--- config.mk ---
export PLATFORM = sky130hd
export DESIGN_NAME = pipe_ctrl
export DESIGN_NICKNAME = d
export VERILOG_FILES = /design/src/rtl/pipe_ctrl.sv
export SDC_FILE = /design/constraint.sdc
export NUM_CORES = 1
export LEC_CHECK = 0
export CORE_MARGIN = 5
export CORE_UTILIZATION = 35
export DETAILED_ROUTE_END_ITERATION = 12
export PLACE_DENSITY = 0.61
export SKIP_LAST_GASP = 1
export SLEW_MARGIN = 10
export SYNTH_ARGS = -nofsm -noshare
export SYNTH_HDL_FRONTEND = slang
export SYNTH_SLANG_ARGS = --single-unit
export TNS_END_PERCENT = 1
--- constraint.sdc ---
create_clock -name clk -period 3.7 [get_ports clk]
set_clock_uncertainty 0.15 [all_clocks]
set_input_delay 0.37 -clock clk [delete_from_list [all_inputs] [get_ports clk]]
set_output_delay 0.37 -clock clk [all_outputs]
set_load 0.005 [all_outputs]
--- src/rtl/pipe_ctrl.sv ---
// pipe_ctrl -- pipeline sequencing controller for the 5-stage MIPS32 core.
//
// Merges the ID/EX/MEM stall requests into a per-stage hold vector, turns a
// MEM exception into a one-cycle flush with a redirect PC, and tracks stall
// activity (sticky timeout on a long run of consecutive stalls plus a
// free-running count of stalled cycles).
//
// Ports:
//   clk            core clock, rising edge
//   rst            asynchronous active-high reset
//   stallreq_id    ID stall request (load-use hazard)
//   stallreq_ex    EX stall request (multi-cycle op busy)
//   stallreq_mem   MEM stall request (data memory wait)
//   excp_valid     exception reported by MEM this cycle
//   excp_pc        handler address accompanying excp_valid
//   timeout_clr    clears stall_timeout
//   stall[5:0]     hold vector: [0] PC, [1] IF/ID, [2] ID/EX, [3] EX/MEM,
//                  [4] MEM/WB, [5] WB (reserved, always 0)
//   flush          clear all pipeline registers and load new_pc
//   new_pc[31:0]   redirect PC, valid while flush is high
//   stall_timeout  sticky: STALL_MAX consecutive stall cycles seen
//   stall_cycles   total cycles with stall nonzero (wraps)
module pipe_ctrl #(
  parameter int STALL_MAX = 255,
  parameter int CNT_W     = 16
) (
  input  logic        clk,
  input  logic        rst,
  input  logic        stallreq_id,
  input  logic        stallreq_ex,
  input  logic        stallreq_mem,
  input  logic        excp_valid,
  input  logic [31:0] excp_pc,
  input  logic        timeout_clr,
  output logic [5:0]  stall,
  output logic        flush,
  output logic [31:0] new_pc,
  output logic        stall_timeout,
  output logic [31:0] stall_cycles
);

  typedef enum logic {
    RUN   = 1'b0,
    FLUSH = 1'b1
  } state_t;

  localparam logic [CNT_W-1:0] RUN_MAX     = CNT_W'(STALL_MAX);
  localparam logic [CNT_W-1:0] RUN_MAX_M1  = CNT_W'(STALL_MAX - 1);

  state_t             state_q, state_d;
  logic [31:0]        new_pc_q, new_pc_d;
  logic               timeout_q, timeout_d;
  logic [31:0]        cycles_q, cycles_d;
  logic [CNT_W-1:0]   run_cnt_q, run_cnt_d;
  logic               stalling;
  logic               timeout_set;

  // Next-state and combinational stall vector.
  always_comb begin
    state_d     = state_q;
    new_pc_d    = new_pc_q;
    stall       = 6'b000000;

    case (state_q)
      RUN: begin
        if (excp_valid) begin
          // Exception beats any stall request; the flush next cycle
          // squashes whatever the stalled stages were holding.
          state_d  = FLUSH;
          new_pc_d = excp_pc;
        end else if (stallreq_mem) begin
          stall = 6'b011111;
        end else if (stallreq_ex) begin
          stall = 6'b001111;
        end else if (stallreq_id) begin
          stall = 6'b000111;
        end
      end
      FLUSH: begin
        // Everything is ignored here, including a new exception: the
        // flush cancels the instruction that would have raised it.
        state_d = RUN;
      end
      default: state_d = RUN;
    endcase
  end

  assign stalling = (stall != 6'b000000);

  // Stall bookkeeping.
  always_comb begin
    run_cnt_d   = run_cnt_q;
    cycles_d    = cycles_q;
    timeout_set = 1'b0;

    if (stalling) begin
      cycles_d = cycles_q + 32'd1;
      if (run_cnt_q != RUN_MAX) begin
        run_cnt_d = run_cnt_q + 1'b1;
      end
      // Fire only on the transition into saturation, so a long stall that
      // stays saturated cannot re-set the flag after software cleared it.
      timeout_set = (run_cnt_q == RUN_MAX_M1);
    end else begin
      run_cnt_d = '0;
    end

    // Set has priority over a same-cycle clear.
    if (timeout_set) begin
      timeout_d = 1'b1;
    end else if (timeout_clr) begin
      timeout_d = 1'b0;
    end else begin
      timeout_d = timeout_q;
    end
  end

  always_ff @(posedge clk or posedge rst) begin
    if (rst) begin
      state_q   <= RUN;
      new_pc_q  <= 32'h00000000;
      timeout_q <= 1'b0;
      cycles_q  <= 32'h00000000;
      run_cnt_q <= '0;
    end else begin
      state_q   <= state_d;
      new_pc_q  <= new_pc_d;
      timeout_q <= timeout_d;
      cycles_q  <= cycles_d;
      run_cnt_q <= run_cnt_d;
    end
  end

  assign flush         = (state_q == FLUSH);
  assign new_pc        = new_pc_q;
  assign stall_timeout = timeout_q;
  assign stall_cycles  = cycles_q;

endmodule

==> results of run 1 <==
-- power by group through the flow --
stage / registers (mW) / clock network, mW / logic [mW]
after global placement: 1.11 / 0 / 0.431
after detailed placement: 1.12 / 0 / 0.436
final: 1.10 / 0.704 / 0.427
after CTS: 1.10 / 0.732 / 0.438
after floorplan: 1.11 / 0 / 0.146
after global routing: 1.12 / 0.773 / 0.466
-- cell families (layout without fill, tap and decap cells) --
| logic type | count (synthesis) | count (layout) | share of synthesized area, % |
|---|---|---|---|
| other cells | 1 | 1 | 0.105 |
| simple gates | 120 | 120 | 17.3 |
| compound gates | 3 | 3 | 0.526 |
| fa+ha+maj | 3 | 3 | 1.05 |
| flops | 82 | 82 | 57.5 |
| xor+xnor | 44 | 44 | 10.8 |
| buf+inv | 17 | 136 | 2.32 |
| mux | 33 | 33 | 10.4 |
-- cell type report --
type / count / share of cell area (%)
clock inverter: 6 / 1.80
inverter: 7 / 0.548
multi-input combinational: 204 / 28.6
timing repair buffer: 113 / 22.3
clock buffer: 10 / 2.54
tap: 133 / 3.32
sequential: 82 / 40.9
-- worst max-delay path, stage by stage --
cell             delay (ns)
clkdlybuf4s50_1        0.42
or2_4                  0.25
or2_4                  0.36
inv_1                  0.23
clkdlybuf4s50_1        0.55
-- cell usage in the layout, fill, tap and decap left out, types with 2 or more instances in the layout --
cell type and instances:
nor2_1 33, ha_1 3, nor4_1 5, mux2_2 32, clkinv_2 2, nand2_1 23
nand4_1 15, clkbuf_8 9, clkdlybuf4s50_1 109, and4_1 3, or3_2 2, xnor2_1 12
dfrtp_1 82, nand3_1 16, inv_1 6, bufinv_16 2, and3_1 8, xor2_1 32
or2_4 2, nor3_1 8, buf_4 4
-- registers in the layout (all words and copies together) (netlist names) --
register       flops
new_pc            32
stall_cycles      32
run_cnt_q         16
flush              1
stall_timeout      1
-- cells in the mapped netlist (all sizes together), types with 3 or more instances --
master	instances	share of area (%)
clkbuf	6	0.63
mux2	32	10
buf	4	0.95
xnor2	12	2.9
nand4	15	2.6
or3	3	0.60
nor3	8	1.1
dfrtp	82	58
and3	8	1.4
nand2	23	2.4
ha	3	1.1
and4	3	0.74
nand3	16	2.2
xor2	32	7.9
nor4	6	1.5
inv	7	0.74
nor2	33	3.5
-- per-stage QoR --
step	cells	instance area [um^2]	total power [mW]	hold WS [ns]	setup WS (ns)
after detailed placement	539	4800	1.56	0.312	0.962
after global routing	555	5020	2.36	0.354	0.873
after CTS	555	5020	2.27	0.323	0.987
after floorplan	303	3570	1.25	0.315	1.07
after global placement	539	4800	1.54	0.312	0.995
final	555	5020	2.23	0.315	0.999
-- final timing paths --
check	start	endpoint	slack [ns]
setup / recovery	excp_valid	stall[2]	1.0
hold / removal	stall_cycles[31]	stall_cycles[31]	0.32
setup reg to reg	flush	stall_cycles[26]	1.34
hold reg to reg	stall_cycles[31]	stall_cycles[31]	0.32
max in group asynchronous	rst	stall_cycles[23]	2.28
min in group asynchronous	rst	stall_timeout	0.36
-- routing by layer --
layer	global-route usage, %	share of wire [%]	vias up
met1	17.1	45	1295
li1	-	-	1261
met2	21.6	46	84
met5	0	0	-
met3	4.91	8.0	5
met4	4.52	0.75	0
==> impl_metrics.yaml, run 1 <==
global_routing:
  grt_max_degree: 52
  grt.total_usage_pct: 13.6
  grt_pass1_wl_mm: 13.8
  grt_pass1_vias: 2717
  antenna_found_initial: 0
  overflow: 0
finish:
  regArea_mm2: 0.00205
  drive_gt1_share_pct: 14.0
  nNetsFinal: 459
  nFillCells: 870
  post-route-util_pct: 50.9
  diodes: 0
  area_growth_pct: 40.7
  multi_input_comb_area_mm2: 0.00143
routing:
  drt-vias-per-instance: 4.77
  dr.pass1.iters: 4
  routedWlPerCell_um: 14.6
  drc: 0
  vias: 2645
  wl_mm: 8.10
  postRouteAntennaNets: 0
  drt_iter0_markers: 87
logic_synthesis:
  netlist_instances: 303
  synth.cell_area_mm2: 0.00357
  yosys_warnings: 0
  syn-num-nets: 345
  yosysUniqueCellTypes: 29
  synth_edf_count: 0
  synth_seq_area_share_pct: 57.5
  synth-main-ff-cell: "dfrtp_1"
  async_reset_ff_share_pct: 100
  syn_avg_cell_area_um2: 11.8
  ys_seq_elements: 82
die:
  rows: 36
  die_w_um: 111
  io_pins: 111
  start_util_pct: 36.1
  coreArea_mm2: 0.00986
  die_h_um: 111
  die-area_mm2: 0.0123
timing:
  max_slew_margin_pct: 41.2
  setup_viol: 0
  min_period_ns: 2.70
  final_max_slew_viol_count: 0
  clock.fmax_ghz: 0.370
  setup-tns-final_ns: 0
  rsz0062_at_grt: "false"
  worst_pin_slew_ns: 0.881
  finalCritPeriodShare_pct: 73.0
  hold_viol_final: 0
power_and_ir_drop:
  p_int_mw: 1.67
  leakagePower_nw: 2.12
  p_sw_share_pct: 25.3
  p_clk_share_pct: 31.6
  switchingPower_mw: 0.563
  p_seq_share_pct: 49.3
  power.density_mw_per_mm2: 444
  ir_drop_uv: 235
  combPwrFrac_pct: 19.1
clock_tree:
  postCtsHoldBufs: 0
  cts_setup_buffers: 0
  cts_buffer_depth: 2
  clkTransAtPathRegs_ns: 0.08
  ctsResizeCount: 0
  cts-root-buf: "clkbuf_8"
  h-tree-depth: 3
  clk_latency_ns: 0.33
  cts_tree: "done"
  cts_made_buffers: 9
  cts_sinks: 82
critical_path:
  critPathMaxFanout: 23
  critical_path_arrival_ns: 2.18
  required_ns: 3.18
  crit_path_start_kind: "input pin"
  worst_setup_path_end_kind: "output port"
  crit_type: "in2out"
  r2r_cells: 5
placed_design:
  hpwlAfterDp_mm: 5.99
  gp_congestion: 0.773
  port_buffers: 109
worst_hold_path:
  min_path_type: "reg2reg"
  min_delay_path_depth: 1
flow_run:
  max_cap_violations: 0
outcome:
  run_status: "finished, final reports clean"
No activity file was read; power rests on OpenSTA's default activity.
==> inputs of run 2 (changes only) <==
==> constraint.sdc (replaced) <==
create_clock -name clk -period 2.5 [get_ports clk]
set_clock_uncertainty 0.15 [all_clocks]
set_input_delay 0.25 -clock clk [delete_from_list [all_inputs] [get_ports clk]]
set_output_delay 0.25 -clock clk [all_outputs]
set_load 0.005 [all_outputs]
==> run 2 against run 1 <==
Clock-buffer cell count rose by 2. Clock power up 65%. Combinational power is 64% higher. Power increased by 55%. Flip-flop and latch count is the same. First-iteration DRC count is 100% higher. Wire length up 2.2%. Die area unchanged. Hold slack got worse by 0.14 ns. Global-route usage increased by 0.46 points. Critical path depth shrank 1. Critical path type is now reg2out. Largest cell class unchanged.
==> impl_metrics.yaml, run 2 (synthesis gave the netlist of run 1 again) <==
global_routing:
  grt_max_degree: 34
  grt.total_usage_pct: 14.0
  grt_pass1_vias: 2783
  overflow: 0
  grt_pass1_wl_mm: 14.2
  antenna_found_initial: 0
critical_path:
  required_ns: 2.10
  r2r_cells: 5
  reg2reg_from: "stall_cycles[0]"
  crit_type: "reg2out"
  cp_cell_sequence: "or2_4 > or2_4 > inv_1 > clkdlybuf4s50_1"
  critical_path_arrival_ns: 1.92
  slowest_delay_ns: 0.52
  critPathMaxFanout: 5
  worst_setup_path_end_kind: "output port"
  critical-path-top-delay-family: "buffers and inverters"
  r2r_end: "stall_cycles[25]"
  slowest_stage: "clkdlybuf4s50_1"
  crit_top_cell: "or2_4"
  path_buf_inv: 2
  r2r_slack_ns: 0.21
  crit_path_start_kind: "flop"
timing:
  clock.fmax_ghz: 0.430
  setup_viol: 0
  hold_viol_final: 0
  min_period_ns: 2.32
  setup-tns-final_ns: 0
  final_max_slew_viol_count: 0
  holdWs_ns: 0.176
  worst_pin_slew_ns: 0.598
  finalCritPeriodShare_pct: 93.0
  max_slew_margin_pct: 60.0
  rsz0062_at_grt: "false"
placed_design:
  gp_congestion: 0.790
  port_buffers: 109
  hpwlAfterDp_mm: 6.15
  dp_cells: 545
power_and_ir_drop:
  ir_drop_uv: 385
  leakagePower_nw: 2.17
  power.density_mw_per_mm2: 675
finish:
  layout.cells.most_common: "clkdlybuf4s50_1"
  layout.cells.most_common_list: "clkdlybuf4s50_1, dfrtp_1, nor2_1"
  diodes: 0
  stdcell_count: 561
  nFillCells: 879
  nNetsFinal: 465
  drive_gt1_share_pct: 15.0
  area_growth_pct: 43.9
clock_tree:
  clk_latency_ns: 0.34
  cts_tree: "done"
  postCtsHoldBufs: 0
  cts-root-buf: "clkbuf_8"
  cts_made_buffers: 9
  cts_buffer_depth: 2
  ctsResizeCount: 0
  clkTransAtPathRegs_ns: 0.08
  h-tree-depth: 3
  cts_setup_buffers: 0
  cts_sinks: 82
routing:
  wl_mm: 8.27
  drc: 0
  drt-vias-per-instance: 4.71
  vias: 2642
  drt_iter0_markers: 176
  postRouteAntennaNets: 0
  dr.pass1.iters: 4
  routedWlPerCell_um: 14.7
worst_hold_path:
  min_path_type: "in2async"
die:
  coreArea_mm2: 0.00986
  rows: 36
  start_util_pct: 36.1
  die-area_mm2: 0.0123
  die_h_um: 111
  io_pins: 111
  die_w_um: 111
outcome:
  run_status: "finished, final reports clean"
flow_run:
  max_cap_violations: 0
[run 2: stage by stage]
stage | area (um^2) | power, mW | util, % | setup slack (ns)
6_report | 5130 | 3.46 | 52.0 | 0.176
5_1_grt | 5130 | 3.65 | 52.0 | 0.0531
4_1_cts | 5130 | 3.52 | 52.0 | 0.125
3_5_place_dp | 4890 | 2.35 | 49.5 | 0.00979
3_3_place_gp | 4890 | 2.33 | 49.5 | 0.0537
2_1_floorplan | 3570 | 1.86 | - | 0.291
[run 2: metal layers]
| metal | vias up | share of wire [%] | track usage [%] |
|---|---|---|---|
| met2 | 89 | 49 | 23.7 |
| met1 | 1272 | 42 | 16.4 |
| met5 | - | 0 | 0 |
| met4 | 0 | 0.45 | 2.79 |
| li1 | 1279 | - | - |
| met3 | 2 | 8.6 | 6.50 |
[run 2: final cells by class]
class                           count  area (um^2)  area share (%)
Multi-Input combinational cell    204         1430            28.0
Clock inverter                      4         98.8            1.93
Clock buffer                       12          145            2.83
Timing Repair Buffer              119         1200            23.5
Sequential cell                    82         2050            40.0
Tap cell                          133          166            3.24
Inverter                            7         30.0           0.585
[run 2: worst max-delay path by stage]
stage               depth (start not counted)  slack [ns]       startpoint                to
finish                                      4        0.18            flush          stall[0]
detailed placement                          6        0.01       excp_valid  stall_cycles[26]
global placement                            6        0.05       excp_valid  stall_cycles[31]
CTS                                         4        0.12            flush          stall[0]
floorplan                                   6        0.29            flush  stall_cycles[26]
global route                                5        0.05  stall_cycles[0]  stall_cycles[25]
[run 2: where the power goes]
group | leakage, nW | total, mW | switching [mW] | internal [mW]
clock | 0.121 | 1.16 | 0.461 | 0.694
sequential | 1.03 | 1.61 | 0.134 | 1.47
combinational | 1.02 | 0.700 | 0.241 | 0.459
total | 2.17 | 3.46 | 0.836 | 2.63
